$ cat src/rtl/booth_div8_core_seq_if.sv
// Handshake and operand/result bundle for the sequential divider.
// The issuing controller holds the master end; the divider core holds the slave end.
interface booth_div8_core_seq_if #(
  parameter int WIDTH = 8
);
  logic             start;
  logic [WIDTH-1:0] dividend;
  logic [WIDTH-1:0] divisor;
  logic [1:0]       sign_mode;
  logic [WIDTH-1:0] quotient;
  logic [WIDTH-1:0] remainder;
  logic             busy;
  logic             done;
  logic             div_by_zero;

  modport master (
    output start, dividend, divisor, sign_mode,
    input  quotient, remainder, busy, done, div_by_zero
  );

  modport slave (
    input  start, dividend, divisor, sign_mode,
    output quotient, remainder, busy, done, div_by_zero
  );
endinterface

$ cat src/rtl/booth_div8_core_seq.sv
// Fixed-latency radix-2 restoring divider (WIDTH+2 clocks), truncating quotient,
// remainder signed like the dividend, per-operand signedness and divide-by-zero flag.
module booth_div8_core_seq #(
  parameter int WIDTH = 8
) (
  input  logic                  clk,
  input  logic                  rst_n,
  booth_div8_core_seq_if.slave  bus
);
  localparam int CW = $clog2(WIDTH + 1);

  typedef enum logic [1:0] {IDLE, PREP, ITER, FIX} state_t;

  state_t           state_q, state_d;
  logic [WIDTH-1:0] dvd_q, dvd_d;
  logic [WIDTH-1:0] dvs_q, dvs_d;
  logic [1:0]       mode_q, mode_d;
  logic             a_neg_q, a_neg_d;
  logic             b_neg_q, b_neg_d;
  logic             zero_q, zero_d;
  // Magnitudes always fit WIDTH unsigned bits (largest signed one is 2^(WIDTH-1)).
  // a_mag doubles as the quotient shift register: quotient bits enter at the LSB.
  logic [WIDTH-1:0] a_mag_q, a_mag_d;
  logic [WIDTH-1:0] b_mag_q, b_mag_d;
  logic [WIDTH-1:0] rem_q, rem_d;
  logic [CW-1:0]    cnt_q, cnt_d;
  logic [WIDTH-1:0] quotient_q, quotient_d;
  logic [WIDTH-1:0] remainder_q, remainder_d;
  logic             done_q, done_d;
  logic             dbz_q, dbz_d;

  logic [WIDTH:0]   r_shift;
  logic             trial_ge;

  // Restoring step: shifted partial remainder is WIDTH+1 bits; a kept value is
  // always below |b| and so fits back into WIDTH bits.
  assign r_shift  = {rem_q, a_mag_q[WIDTH-1]};
  assign trial_ge = (r_shift >= {1'b0, b_mag_q});

  always_comb begin
    // NOTE: every signal gets its hold value first so no path leaves one unassigned (no latches).
    state_d     = state_q;
    dvd_d       = dvd_q;
    dvs_d       = dvs_q;
    mode_d      = mode_q;
    a_neg_d     = a_neg_q;
    b_neg_d     = b_neg_q;
    zero_d      = zero_q;
    a_mag_d     = a_mag_q;
    b_mag_d     = b_mag_q;
    rem_d       = rem_q;
    cnt_d       = cnt_q;
    quotient_d  = quotient_q;
    remainder_d = remainder_q;
    dbz_d       = dbz_q;
    done_d      = 1'b0;

    unique case (state_q)
      IDLE: begin
        if (bus.start) begin
          dvd_d   = bus.dividend;
          dvs_d   = bus.divisor;
          mode_d  = bus.sign_mode;
          state_d = PREP;
        end
      end
      PREP: begin
        a_neg_d = mode_q[1] & dvd_q[WIDTH-1];
        b_neg_d = mode_q[0] & dvs_q[WIDTH-1];
        a_mag_d = a_neg_d ? -dvd_q : dvd_q;
        b_mag_d = b_neg_d ? -dvs_q : dvs_q;
        zero_d  = (dvs_q == '0);
        rem_d   = '0;
        cnt_d   = CW'(WIDTH);
        state_d = ITER;
      end
      ITER: begin
        rem_d   = trial_ge ? WIDTH'(r_shift - {1'b0, b_mag_q}) : WIDTH'(r_shift);
        a_mag_d = {a_mag_q[WIDTH-2:0], trial_ge};
        cnt_d   = cnt_q - CW'(1);
        if (cnt_q == CW'(1)) state_d = FIX;
      end
      FIX: begin
        if (zero_q) begin
          quotient_d  = '1;
          remainder_d = dvd_q;
        end else begin
          quotient_d  = (a_neg_q ^ b_neg_q) ? -a_mag_q : a_mag_q;
          remainder_d = a_neg_q ? -rem_q : rem_q;
        end
        dbz_d   = zero_q;
        done_d  = 1'b1;
        state_d = IDLE;
      end
      default: state_d = IDLE;
    endcase
  end

  // NOTE: the datapath is a handful of flops, not a memory, so all of it takes a reset value.
  always_ff @(posedge clk or negedge rst_n) begin
    if (!rst_n) begin
      state_q     <= IDLE;
      dvd_q       <= '0;
      dvs_q       <= '0;
      mode_q      <= '0;
      a_neg_q     <= 1'b0;
      b_neg_q     <= 1'b0;
      zero_q      <= 1'b0;
      a_mag_q     <= '0;
      b_mag_q     <= '0;
      rem_q       <= '0;
      cnt_q       <= '0;
      quotient_q  <= '0;
      remainder_q <= '0;
      done_q      <= 1'b0;
      dbz_q       <= 1'b0;
    end else begin
      // NOTE: non-blocking assignments so every flop samples pre-edge values.
      state_q     <= state_d;
      dvd_q       <= dvd_d;
      dvs_q       <= dvs_d;
      mode_q      <= mode_d;
      a_neg_q     <= a_neg_d;
      b_neg_q     <= b_neg_d;
      zero_q      <= zero_d;
      a_mag_q     <= a_mag_d;
      b_mag_q     <= b_mag_d;
      rem_q       <= rem_d;
      cnt_q       <= cnt_d;
      quotient_q  <= quotient_d;
      remainder_q <= remainder_d;
      done_q      <= done_d;
      dbz_q       <= dbz_d;
    end
  end

  assign bus.quotient    = quotient_q;
  assign bus.remainder   = remainder_q;
  assign bus.busy        = (state_q != IDLE);
  assign bus.done        = done_q;
  assign bus.div_by_zero = dbz_q;
endmodule

$ cat src/flat_wrapper.sv
// flat-port wrapper written by rule: the top's interface ports become plain ports
module booth_div8_core_seq_flat 
#(
  parameter int WIDTH = 8
)
  (clk, rst_n, bus_start, bus_dividend, bus_divisor, bus_sign_mode, bus_quotient, bus_remainder, bus_busy, bus_done, bus_div_by_zero);
  booth_div8_core_seq_if #(.WIDTH(WIDTH)) bus_i ();
  input  logic clk;
  input  logic rst_n;
  input wire logic [$bits(bus_i.start)-1:0] bus_start;
  input wire logic [$bits(bus_i.dividend)-1:0] bus_dividend;
  input wire logic [$bits(bus_i.divisor)-1:0] bus_divisor;
  input wire logic [$bits(bus_i.sign_mode)-1:0] bus_sign_mode;
  output wire logic [$bits(bus_i.quotient)-1:0] bus_quotient;
  output wire logic [$bits(bus_i.remainder)-1:0] bus_remainder;
  output wire logic [$bits(bus_i.busy)-1:0] bus_busy;
  output wire logic [$bits(bus_i.done)-1:0] bus_done;
  output wire logic [$bits(bus_i.div_by_zero)-1:0] bus_div_by_zero;
  assign bus_i.start = bus_start;
  assign bus_i.dividend = bus_dividend;
  assign bus_i.divisor = bus_divisor;
  assign bus_i.sign_mode = bus_sign_mode;
  assign bus_quotient = bus_i.quotient;
  assign bus_remainder = bus_i.remainder;
  assign bus_busy = bus_i.busy;
  assign bus_done = bus_i.done;
  assign bus_div_by_zero = bus_i.div_by_zero;
  booth_div8_core_seq #(.WIDTH(WIDTH)) u_core (.clk(clk), .rst_n(rst_n), .bus(bus_i));
endmodule
$ cat config.mk
export PLATFORM = sky130hd
export DESIGN_NAME = booth_div8_core_seq_flat
export DESIGN_NICKNAME = d
export VERILOG_FILES = /design/src/rtl/booth_div8_core_seq_if.sv /design/src/rtl/booth_div8_core_seq.sv /design/src/flat_wrapper.sv
export SDC_FILE = /design/constraint.sdc
export NUM_CORES = 1
export LEC_CHECK = 0
export CAP_MARGIN = 20
export CORE_UTILIZATION = 46
export CTS_CLUSTER_DIAMETER = 50
export DETAILED_ROUTE_END_ITERATION = 16
export HOLD_SLACK_MARGIN = 0.08
export PLACE_DENSITY = 0.73
export SYNTH_ARGS = -nofsm -noshare
export SYNTH_HDL_FRONTEND = slang
export SYNTH_SLANG_ARGS = --single-unit
$ cat constraint.sdc
create_clock -name clk -period 2.13 [get_ports clk]
set_input_delay 0.5325 -clock clk [delete_from_list [all_inputs] [get_ports clk]]
set_output_delay 0.5325 -clock clk [all_outputs]
set_load 0.005 [all_outputs]
==> key figures <==
Setup path
  • Startpoint types: register
  • Crit path largest cell delay: 0.41 ns
  • Critical Path RT: 2.36 ns
  • Setup CP Type: register to register
  • Crit path max-delay cell type: fa_2
  • Worst path cell trace: inv_2, ha_2, inv_1, fa_2, a211oi_2, o21bai_1, a21oi_1, xor2_1, o21ai_0
  • Max FO, Critical Path: 3
  • Setup crit end kind: register
  • CP arrival: 2.27 ns

Detailed routing
  • Max Used Layer: met4
  • Final WL: 8.26 mm
  • Post-DRT Antenna Nets: 0
  • DRC Markers: 0
  • Drt wl/cell: 15.1 um
  • Total number of vias: 2995
  • Pre-antenna DRT Iters: 5
  • Initial DRC count: 172
  • Metal3 WL: 455 um
  • Met1 Routed Length: 3.85 mm
  • Drt via density: 5.47
  • Routed wl met2: 3.82 mm

Yosys
  • Synthesized area per cell: 9.86 um^2
  • Yosys Warn Count: 0
  • Most used DFF post-synth: dfrtp_1
  • Adder-Cell Fraction of Synth Area: 0.0676
  • Post-Synth Simple-Gate Area: 0.107
  • Synthesized flop and latch total: 69
  • Gate Count Post-Synth: 387
  • Compound-Gate Fraction of Synth Area: 0.152
  • Largest family of logic cells by synthesized area: compound AO/OA/AOI/OAI gates
  • FFs w/ async S/R, synth: 1.00
  • EDFF count, synth: 0
  • Unique masters post-synth: 46
  • Seq/Total Area, Yosys: 0.453
  • Post-Synth XOR/XNOR Area: 0.0666
  • Post-Synthesis Cell Area: 3810 um^2
  • Net count after synthesis: 428
  • Mux share of post-synthesis cell area: 0.104

Clock tree
  • H-tree levels: 3
  • Worst skew pair latency: 0.35 ns
  • Root buf cell: clkbuf_8
  • Clock Sinks: 69
  • Total CTS buffers: 9
  • Clock Path Buffers: 2
  • TritonCTS clock tree: built
  • Hold buffers post-CTS: 0
  • Clk slew on worst S/H paths: 0.07 ns

Power and ir drop
  • Total Power: 7.25 mW
  • VDD IR-drop max: 0.765 mV
  • P_leak: 2.09 nW
  • Pwr dens: 1550 nW/um^2

Finish
  • Layout fillers: 647
  • Sequential Area: 1730 um^2
  • Post-Layout Cell Count: 548
  • Finished Cell Area: 4680 um^2
  • Synthesis-to-finish area growth: 22.6%
  • Footprint of the multi-input gates: 1910 um^2
  • Share of layout cells above drive strength 1: 0.155
  • Antenna cells: 0
  • Final net count: 482

Timing
  • Part of the cycle the worst path needs: 0.956
  • Final Hold Viols: 0
  • Layout Skew: 0.00977 ns
  • Fin worst setup slack: 0.0932 ns
  • Worst slew margin: 0.606
  • Fmax: 0.491 GHz
  • Setup violators final: 0
  • Worst Hold Slack: 0.181 ns
  • Post-layout min period: 2.04 ns
  • Actual slew at the worst max-slew pin: 0.591 ns
  • Max-slew violation count: 0

Die
  • Core area: 7890 um^2
  • Die ar.: 8660 um^2
  • Row Count: 32
  • Num ports: 40
  • Die extent in x: 93.1 um
  • Initial Utilization: 0.484
  • Die Y-Extent: 93.1 um

Run status
  • Outcome: completed

Placement
  • Inst Count DP: 529
  • I/O Buffers: 39
  • Placer congestion estimate: 0.874
  • Placement-stage cell area: 4390 um^2
  • Post-Place Worst Slack: 0.0306 ns
  • DP HPWL: 6.13 mm

Global route
  • Vias in the first global route: 2808
  • Initial antenna violation count: 0
  • Pin count of the biggest net entering global routing: 26
  • GRT Residual Overflow: 0
  • GRT Util Overall: 0.207
  • First-pass GRT wire length: 13.8 mm

Worst hold path
  • Worst min path class: input port to asynchronous set/reset pin

Flow run
  • Max-Cap Viols: 0
## power by group
| group | switching, mW | leakage (nW) | total (mW) | internal, mW |
|---|---|---|---|---|
| Clock | 0.509 | 0.120 | 1.32 | 0.814 |
| Combinational | 1.77 | 1.12 | 3.48 | 1.71 |
| Sequential | 0.570 | 0.851 | 2.44 | 1.87 |
## layout by cell type (no fill, tap or decap), types with 4 or more instances in the layout
cell             count
nor2_1              41
nand2_1             24
a31oi_1              7
dfrtp_1             69
ha_1                18
clkbuf_8            10
nor3_1               4
xor2_1              13
o22ai_1              6
nand3_1             10
clkdlybuf4s50_1     37
mux2_2              26
xnor2_1             16
inv_1               33
buf_4               14
mux2i_1              9
a21oi_1             21
o21ai_0             31
## routing by layer
metal / vias to the layer above / track usage
met5: - / 0
met4: 0 / 0.0795
li1: 1465 / -
met3: 15 / 0.0341
met1: 1422 / 0.290
met2: 93 / 0.320
## cells by family (layout without fill, tap and decap cells)
group,after synthesis,after routing
compound gates,93,93
xor+xnor,29,29
fa+ha+maj,20,20
buf+inv,48,107
flops,69,69
mux,36,36
simple gates,92,92
## path summary, 6_finish.rpt
kind	depth (start not counted)	to	slack (ns)	start
max in group asynchronous	2	u_core.b_neg_q$_DFFE_PN0N_	1.41	rst_n
worst min-delay path	1	u_core.rem_q[5]$_DFFE_PN0P_	0.18	rst_n
worst min register to register	1	u_core.bus.quotient[4]$_DFFE_PN0P_	0.50	u_core.bus.quotient[4]$_DFFE_PN0P_
min in group clk	1	u_core.bus.quotient[4]$_DFFE_PN0P_	0.50	u_core.bus.quotient[4]$_DFFE_PN0P_
worst max-delay path	9	u_core.rem_q[6]$_DFFE_PN0P_	0.09	u_core.a_mag_q[7]$_DFFE_PN0P_
worst max register to register	9	u_core.rem_q[6]$_DFFE_PN0P_	0.09	u_core.a_mag_q[7]$_DFFE_PN0P_
## repair_timing
action	CTS	global route
cloned	0	0
pin swaps	0	2
resized for setup	0	7
setup buffers	2	1
setup endpoints to repair	1	3
## stage by stage
stage / TNS (ns) / util
finish: 0 / 0.593
global placement: 0 / 0.557
CTS: 0 / 0.590
global route: -0.0555 / 0.593
detailed placement: 0 / 0.557
floorplan: 0 / -
## layout make-up
class,count,share of cell area
repair buffers,55,0.114
clock inverters,5,0.0227
clock buffers,11,0.0302
inverters,36,0.0289
well taps,102,0.0273
flip-flops and latches,69,0.369
multi-input cells,270,0.408
## flip-flops by register name, indices dropped and copies added (netlist names), 2 cells and up
register              count
u_core.state_q            2
u_core.bus.quotient       8
u_core.dvd_q              8
u_core.bus.remainder      8
u_core.a_mag_q            8
u_core.b_mag_q            8
u_core.cnt_q              4
u_core.dvs_q              8
u_core.rem_q              8
u_core.mode_q             2
## worst max-delay path, delay by kind of cell (launching register included)
kind	cells	cell delay, ns
AO/OA/AOI/OAI	4	0.67
adder cells (fa/ha/maj)	2	0.58
flip-flops	1	0.39
XOR/XNOR	1	0.15
buffers and inverters	2	0.13
## Yosys cell counts (2+ instances only)
library cell / instances / area, um^2
dfrtp_1: 69 / 1730
nor2_1: 41 / 154
inv_1: 36 / 135
o21ai_0: 31 / 155
mux2_2: 26 / 293
nand2_1: 24 / 90.1
a21oi_1: 21 / 105
ha_1: 19 / 238
xnor2_1: 16 / 140
xor2_1: 13 / 114
nand3_1: 10 / 50.1
mux2i_1: 9 / 90.1
clkbuf_1: 8 / 30.0
a31oi_1: 7 / 43.8
o22ai_1: 6 / 37.5
nor3_1: 4 / 20.0
a211oi_1: 3 / 22.5
a32oi_1: 3 / 26.3
nand2b_1: 3 / 18.8
o221ai_1: 3 / 26.3
o22a_1: 3 / 26.3
o31ai_1: 3 / 22.5
a21o_1: 2 / 15.0
buf_1: 2 / 7.51
nor2b_1: 2 / 12.5
o2bb2ai_1: 2 / 17.5
o41ai_1: 2 / 17.5
Power figures use the tool's default switching activity.
